--- src/rtl/ex_mem_stage.sv ---
// ex_mem_stage -- EX->MEM pipeline register sitting directly behind the ALU.
//
// Registers the ALU result and writeback information behind a valid/ready
// handshake with a two-entry buffer (main + skid). Register writes are
// squashed for rd==0 and for trapping ops that overflowed. The first
// trapping overflow raises an exception (with its PC) to the control unit,
// which holds until exc_ack.
//
// Handshake: a beat moves whenever valid && ready on the same rising edge.
// in_ready is a register output (!skid_full), so it never depends
// combinationally on out_ready. An input offered while flush is high is
// discarded even if in_ready is 1.
//
// Optional feature macro: OVF_COUNT_EN adds the ovf_count output, a
// saturating count of accepted trapping overflows.
//
// Ports:
//   clk, rst_n          clock (rising edge), async active-low reset
//   in_valid/in_ready   ALU-side handshake
//   in_result, in_overflow, in_chk_ovf, in_rd, in_wr_en, in_pc  entry fields
//   flush               squash every buffered entry and the current offer
//   out_valid/out_ready MEM-side handshake
//   out_result, out_rd, out_wr_en  head-of-buffer entry (wr_en qualified)
//   exc_valid, exc_pc, exc_ack     overflow exception to the control unit
//   ovf_count           (OVF_COUNT_EN only) accepted-overflow counter
module ex_mem_stage #(
    parameter int DATA_W = 32,
    parameter int REG_AW = 5,
    parameter int PC_W   = 32
) (
    input  logic              clk,
    input  logic              rst_n,
    input  logic              in_valid,
    output logic              in_ready,
    input  logic [DATA_W-1:0] in_result,
    input  logic              in_overflow,
    input  logic              in_chk_ovf,
    input  logic [REG_AW-1:0] in_rd,
    input  logic              in_wr_en,
    input  logic [PC_W-1:0]   in_pc,
    input  logic              flush,
    output logic              out_valid,
    input  logic              out_ready,
    output logic [DATA_W-1:0] out_result,
    output logic [REG_AW-1:0] out_rd,
    output logic              out_wr_en,
    output logic              exc_valid,
    output logic [PC_W-1:0]   exc_pc,
    input  logic              exc_ack
`ifdef OVF_COUNT_EN
    ,
    output logic [15:0]       ovf_count
`endif
);

    logic              main_valid_q, main_valid_d;
    logic [DATA_W-1:0] main_result_q, main_result_d;
    logic [REG_AW-1:0] main_rd_q, main_rd_d;
    logic              main_wr_q, main_wr_d;

    logic              skid_valid_q, skid_valid_d;
    logic [DATA_W-1:0] skid_result_q, skid_result_d;
    logic [REG_AW-1:0] skid_rd_q, skid_rd_d;
    logic              skid_wr_q, skid_wr_d;

    logic              exc_valid_q, exc_valid_d;
    logic [PC_W-1:0]   exc_pc_q, exc_pc_d;

    logic acc;
    logic xfer;
    logic ovf_trap;
    logic new_wr;
    logic exc_set;

    assign in_ready = !skid_valid_q;
    assign acc      = in_valid && in_ready && !flush;
    assign xfer     = main_valid_q && out_ready;
    assign ovf_trap = in_chk_ovf && in_overflow;
    // Result is kept as-is; only the write enable is squashed.
    assign new_wr   = in_wr_en && (in_rd != '0) && !ovf_trap;
    // First-wins: a pending exception is only replaced when it is being acked.
    assign exc_set  = acc && ovf_trap && (!exc_valid_q || exc_ack);

    always_comb begin
        main_valid_d  = main_valid_q;
        main_result_d = main_result_q;
        main_rd_d     = main_rd_q;
        main_wr_d     = main_wr_q;
        skid_valid_d  = skid_valid_q;
        skid_result_d = skid_result_q;
        skid_rd_d     = skid_rd_q;
        skid_wr_d     = skid_wr_q;

        if (flush) begin
            // Any transfer this cycle still completes; the buffer just ends empty.
            main_valid_d = 1'b0;
            skid_valid_d = 1'b0;
        end else if (xfer && skid_valid_q) begin
            // in_ready is 0 here, so no new entry can arrive this cycle.
            main_result_d = skid_result_q;
            main_rd_d     = skid_rd_q;
            main_wr_d     = skid_wr_q;
            skid_valid_d  = 1'b0;
        end else if (xfer || !main_valid_q) begin
            main_valid_d = acc;
            if (acc) begin
                main_result_d = in_result;
                main_rd_d     = in_rd;
                main_wr_d     = new_wr;
            end
        end else if (acc) begin
            // Main is stalled: park the new entry in the skid slot.
            skid_valid_d  = 1'b1;
            skid_result_d = in_result;
            skid_rd_d     = in_rd;
            skid_wr_d     = new_wr;
        end
    end

    always_comb begin
        exc_valid_d = exc_valid_q;
        exc_pc_d    = exc_pc_q;
        if (exc_set) begin
            exc_valid_d = 1'b1;
            exc_pc_d    = in_pc;
        end else if (exc_ack) begin
            exc_valid_d = 1'b0;
        end
    end

    always_ff @(posedge clk or negedge rst_n) begin
        if (!rst_n) begin
            main_valid_q  <= 1'b0;
            main_result_q <= '0;
            main_rd_q     <= '0;
            main_wr_q     <= 1'b0;
            skid_valid_q  <= 1'b0;
            skid_result_q <= '0;
            skid_rd_q     <= '0;
            skid_wr_q     <= 1'b0;
            exc_valid_q   <= 1'b0;
            exc_pc_q      <= '0;
        end else begin
            main_valid_q  <= main_valid_d;
            main_result_q <= main_result_d;
            main_rd_q     <= main_rd_d;
            main_wr_q     <= main_wr_d;
            skid_valid_q  <= skid_valid_d;
            skid_result_q <= skid_result_d;
            skid_rd_q     <= skid_rd_d;
            skid_wr_q     <= skid_wr_d;
            exc_valid_q   <= exc_valid_d;
            exc_pc_q      <= exc_pc_d;
        end
    end

`ifdef OVF_COUNT_EN
    logic [15:0] ovf_count_q, ovf_count_d;

    always_comb begin
        ovf_count_d = ovf_count_q;
        if (acc && ovf_trap && (ovf_count_q != 16'hFFFF)) begin
            ovf_count_d = ovf_count_q + 16'd1;
        end
    end

    always_ff @(posedge clk or negedge rst_n) begin
        if (!rst_n) begin
            ovf_count_q <= '0;
        end else begin
            ovf_count_q <= ovf_count_d;
        end
    end

    assign ovf_count = ovf_count_q;
`endif

    assign out_valid  = main_valid_q;
    assign out_result = main_result_q;
    assign out_rd     = main_rd_q;
    assign out_wr_en  = main_wr_q;
    assign exc_valid  = exc_valid_q;
    assign exc_pc     = exc_pc_q;

endmodule

--- config.mk ---
export PLATFORM = sky130hd
export DESIGN_NAME = ex_mem_stage
export DESIGN_NICKNAME = d
export VERILOG_FILES = /design/src/rtl/ex_mem_stage.sv
export SDC_FILE = /design/constraint.sdc
export NUM_CORES = 1
export LEC_CHECK = 0
export BUFFER_PORTS_ARGS = -buffer_cell sky130_fd_sc_hd__buf_4
export CAP_MARGIN = 10
export CORE_ASPECT_RATIO = 0.7
export CORE_MARGIN = 10
export CORE_UTILIZATION = 35
export CTS_CLUSTER_SIZE = 40
export DETAILED_ROUTE_END_ITERATION = 12
export PLACE_DENSITY_LB_ADDON = 0.05
export RECOVER_POWER = 100
export SYNTH_ARGS = -nofsm -noshare
export SYNTH_HDL_FRONTEND = slang
export SYNTH_SLANG_ARGS = --single-unit
--- constraint.sdc ---
create_clock -name clk -period 3.6 [get_ports clk]
set_input_delay 1.08 -clock clk [delete_from_list [all_inputs] [get_ports clk]]
set_output_delay 1.08 -clock clk [all_outputs]
set_load 0.02 [all_outputs]
Word level (Yosys, flattened, before mapping) --
Index checks and enable logic that the tools add are counted.
Operators by class: eq/ne operators 2, muxes and demuxes 18, bitwise gates (word level) 3, reduce and logical (&&, ||, !) cells 26
Operator list (number):
- $mux 32 | 3
- $mux 5 | 3
- $mux 1 | 12
- $logic_and 1x1->1 | 9
- $reduce_bool 2->1 | 4
- $logic_not 1->1 | 5
- $reduce_bool 5->1 | 1
- $reduce_and 2->1 | 2
- $reduce_and 4->1 | 1
- $ne 3x3->1 const B | 1
- $not 1->1 | 3
- $reduce_and 3->1 | 1
- $reduce_bool 3->1 | 1
- $logic_or 1x1->1 | 2
- $ne 2x2->1 const B | 1
Word-level totals: register bits after elaboration 111, bits of input ports 78, output and inout port bits 73

Depth between registers and ports, before layout --
depth in word-level cells 7, depth in mapped cells 5, depth with buffers taken out 3

Worst setup path after synthesis --
Ideal clock, no wire load.
path kind input -> register, start point in flush, end point reg exc_pc_q[12], in the netlist exc_pc[12], setup time 0.125 ns, data arrival time 2.051 ns, data required time 3.475 ns, slack 1.424 ns, cell stages on the path 5, path buffers 2, path through nor3b_2 -> and4b_1 -> buf_4 -> buf_6 -> mux2_2
On the way: longest elaborated chain between the ends 4
RTL lines:
- from (decl) | RTL line 41 | input logic flush,
- $logic_not 1->1 | RTL line 76 | assign acc = in_valid && in_ready && !flush;
- $logic_and 1x1->1 | RTL line 76
- $logic_and 1x1->1 (2 in series) | RTL line 82 | assign exc_set = acc && ovf_trap && (!exc_valid_q || exc_ack);
- to (signal assigned) | RTL line 153 | exc_pc_q <= exc_pc_d;
- to (decl) | RTL line 67 | logic [PC_W-1:0] exc_pc_q, exc_pc_d;
Every way passes these cells. A chain may end at the register's enable or synchronous reset.

Final worst setup path --
start point in flush, end point reg skid_result_q[1]
On the way: longest elaborated chain between the ends 3
RTL lines:
- $logic_not 1->1 | RTL line 76
- $logic_and 1x1->1 | RTL line 76
- $reduce_and 4->1 (no line) (*)
- to (signal assigned) | RTL line 149 | skid_result_q <= skid_result_d;
- to (decl) | RTL line 62 | logic [DATA_W-1:0] skid_result_q, skid_result_d;
Every way passes the cells marked *; elsewhere a longest branch is shown, timed or not.

==> flow_summary.ini <==
[run_status]
status = complete, but fails checks
violations = max-capacitance violations, max-slew violations

[placement]
placed_area_mm2 = 0.00600
port_buffers = 150
gp_congestion = 0.752
dp_hpwl_um = 8950
placed_cells = 660

[cts]
post_cts_buffers = 0
cts_max_path_buffers = 2
insertion_delay_ns = 0.34
clkTransAtPathRegs_ns = 0.07
cts_tree = built
cts_buffers = 9
post_cts_resized = 0
cts_root_buf = clkbuf_16
htree_levels = 3
cts_hold_buf = 0
cts_num_sinks = 111

[detailed_routing]
routedWlPerCell_um = 19.2
routed_wirelength_um = 13000
drt_iter0_markers = 117
vias = 3302
viasPerCell = 4.88
ant_nets = 0
drc_errors = 0
dr.pass1.iters = 4

[logic_synthesis]
ys_seq_elements = 111
synth_nets = 423
seq_area_frac_synth_pct = 58.7
ys_warn_count = 0
synth.distinct_cells = 25
synthCells = 345
syn_area_mm2 = 0.00474
syn_area_per_cell_um2 = 13.7

[critical_path]
crit_type = in -> reg
ff2ff_setup_slack_ns = 1.17
crit_required_ns = 3.82
crit_path_start = flush
arrival_ns = 3.04
cp_cell_sequence = clkbuf_1 > nor3b_1 > nand3_2 > clkbuf_2 > mux2_2
r2r-start = skid_valid_q
cp_slowest_cell = clkbuf_2
rr_worst_depth = 4
cp_max_fo = 24
startpoint_type = primary input
end_kind = flop
slowest_delay_ns = 0.54

[sta]
period_needed_ns = 2.82
finClkSkew_ns = 0.00855
max_freq_mhz = 355
drv_slew = 76
max_slew_margin_pct = -39.6
post-route-period-util_pct = 78.3
worst_pin_slew_ns = 2.09
finalSetupViolations = 0
finalSetupTns_ns = 0
hold_violations = 0
rsz0062_at_grt = false

[floorplanning]
core_mm2 = 0.0132
rows = 35
dieArea_mm2 = 0.0187
die_w_um = 159
io_pins = 151
start_util_pct = 35.9
dieHeight_um = 117

[final_layout]
nFillCells = 1274
layout-drive-gt1-share_pct = 30.3
area_growth_pct = 25.9
final_area_mm2 = 0.00596
stdcell_count = 677
final_nets = 564

[min_path]
worstHoldStart = exc_pc[22]
min_path_type = reg -> reg
holdPathStages = 1

[global_route]
grt_use_total_pct = 13.8
antenna_found_initial = 1
grt_pass1_wl_um = 21000
grt_max_degree = 76
grt_pass1_vias = 3605
grt_overflow = 0

[power_and_ir_drop]
power.density_mw_per_mm2 = 587
p_leak_nw = 2.79
ir_drop_v = 0.000239

[run]
drv_cap = 2
power by group:
group	internal [mW]	switching, mW
logic	0.324	0.486
registers	1.53	0.145
clock network	0.563	0.449
kinds of logic after synthesis:
family,count (synthesis),synth area share (%)
flip-flops,111,58.7
multiplexers,108,25.5
AO/OA/AOI/OAI,83,10.0
buffers and inverters,32,4.31
AND/OR/NAND/NOR,11,1.53
area by class of cell:
class                   instances  area (um^2)  area share, %
clock inverters                 4         55.1          0.924
repair buffers                158          908           15.2
inverters                       4         15.0          0.252
diodes                          1         2.50         0.0420
flip-flops and latches        111         2780           46.6
clock buffers                  12          246           4.14
multi-input cells             202         1720           28.9
well taps                     185          231           3.88
per-layer routing:
layer | vias up | routed length (um) | track usage (%)
li1 | 1550 | - | -
met1 | 1665 | 5970 | 17.2
met2 | 76 | 6240 | 22.8
met3 | 11 | 675 | 4.47
met4 | 0 | 117 | 3.23
met5 | - | 0 | 0
state kept, by name, indices dropped and copies added, names as in the netlist:
register	cells
skid_rd_q	5
out_result	32
out_wr_en	1
skid_result_q	32
out_valid	1
out_rd	5
exc_pc	32
skid_wr_q	1
exc_valid	1
skid_valid_q	1
Yosys cell counts:
cell type	count	area [um^2]
a31oi_1	39	244
nand3_1	2	10.0
nand2_1	2	7.51
nor2b_1	1	6.26
inv_1	4	15.0
mux2_1	11	124
nand2b_1	1	6.26
a21boi_0	1	7.51
buf_6	8	90.1
and3_1	2	12.5
o31ai_1	1	7.51
mux2i_1	38	380
a31o_2	1	8.76
or4_1	1	7.51
mux2_4	10	150
buf_2	10	50.1
buf_4	3	22.5
o211ai_1	1	7.51
and4b_1	1	10.0
o21ai_0	2	10.0
clkbuf_1	7	26.3
mux2_2	49	552
dfrtp_1	111	2780
nor3b_2	1	12.5
a21oi_1	38	190
path summary, 6_finish.rpt:
path,endpoint
min,exc_pc[22]
max reg2reg,skid_result_q[1]
min in group asynchronous,out_result[29]
max,skid_result_q[1]
max in group asynchronous,skid_result_q[11]
min reg2reg,exc_pc[22]
metrics by stage:
stage | hold WS [ns] | utilization [%] | setup WS, ns | power (mW)
2_1_floorplan | 0.479 | - | 1.42 | 2.22
3_3_place_gp | 0.470 | 45.5 | 0.868 | 2.68
3_5_place_dp | 0.477 | 45.5 | 0.781 | 2.70
4_1_cts | 0.493 | 47.8 | 1.15 | 3.73
5_1_grt | 0.509 | 45.2 | 0.575 | 3.71
6_report | 0.486 | 45.2 | 0.780 | 3.50
cells in the final DEF, fill, tap and decap left out, types with 2 or more instances in the layout:
master / synthesis / final
a21oi_1: 38 / 38
a31oi_1: 39 / 39
and3_1: 2 / 2
buf_4: 3 / 79
clkbuf_1: 7 / 78
clkbuf_16: 0 / 9
clkbuf_2: 0 / 2
clkinv_4: 0 / 2
dfrtp_1: 111 / 111
inv_1: 4 / 4
mux2_1: 11 / 21
mux2_2: 49 / 49
mux2i_1: 38 / 38
nand2_1: 2 / 2
nand3_2: 0 / 2
o21ai_0: 2 / 2
critical path, delay by kind of cell:
family	cells	cell delay (ns)
simple gates	2	0.87
buf+inv	2	0.66
mux	1	0.41
Power figures use the tool's default switching activity.
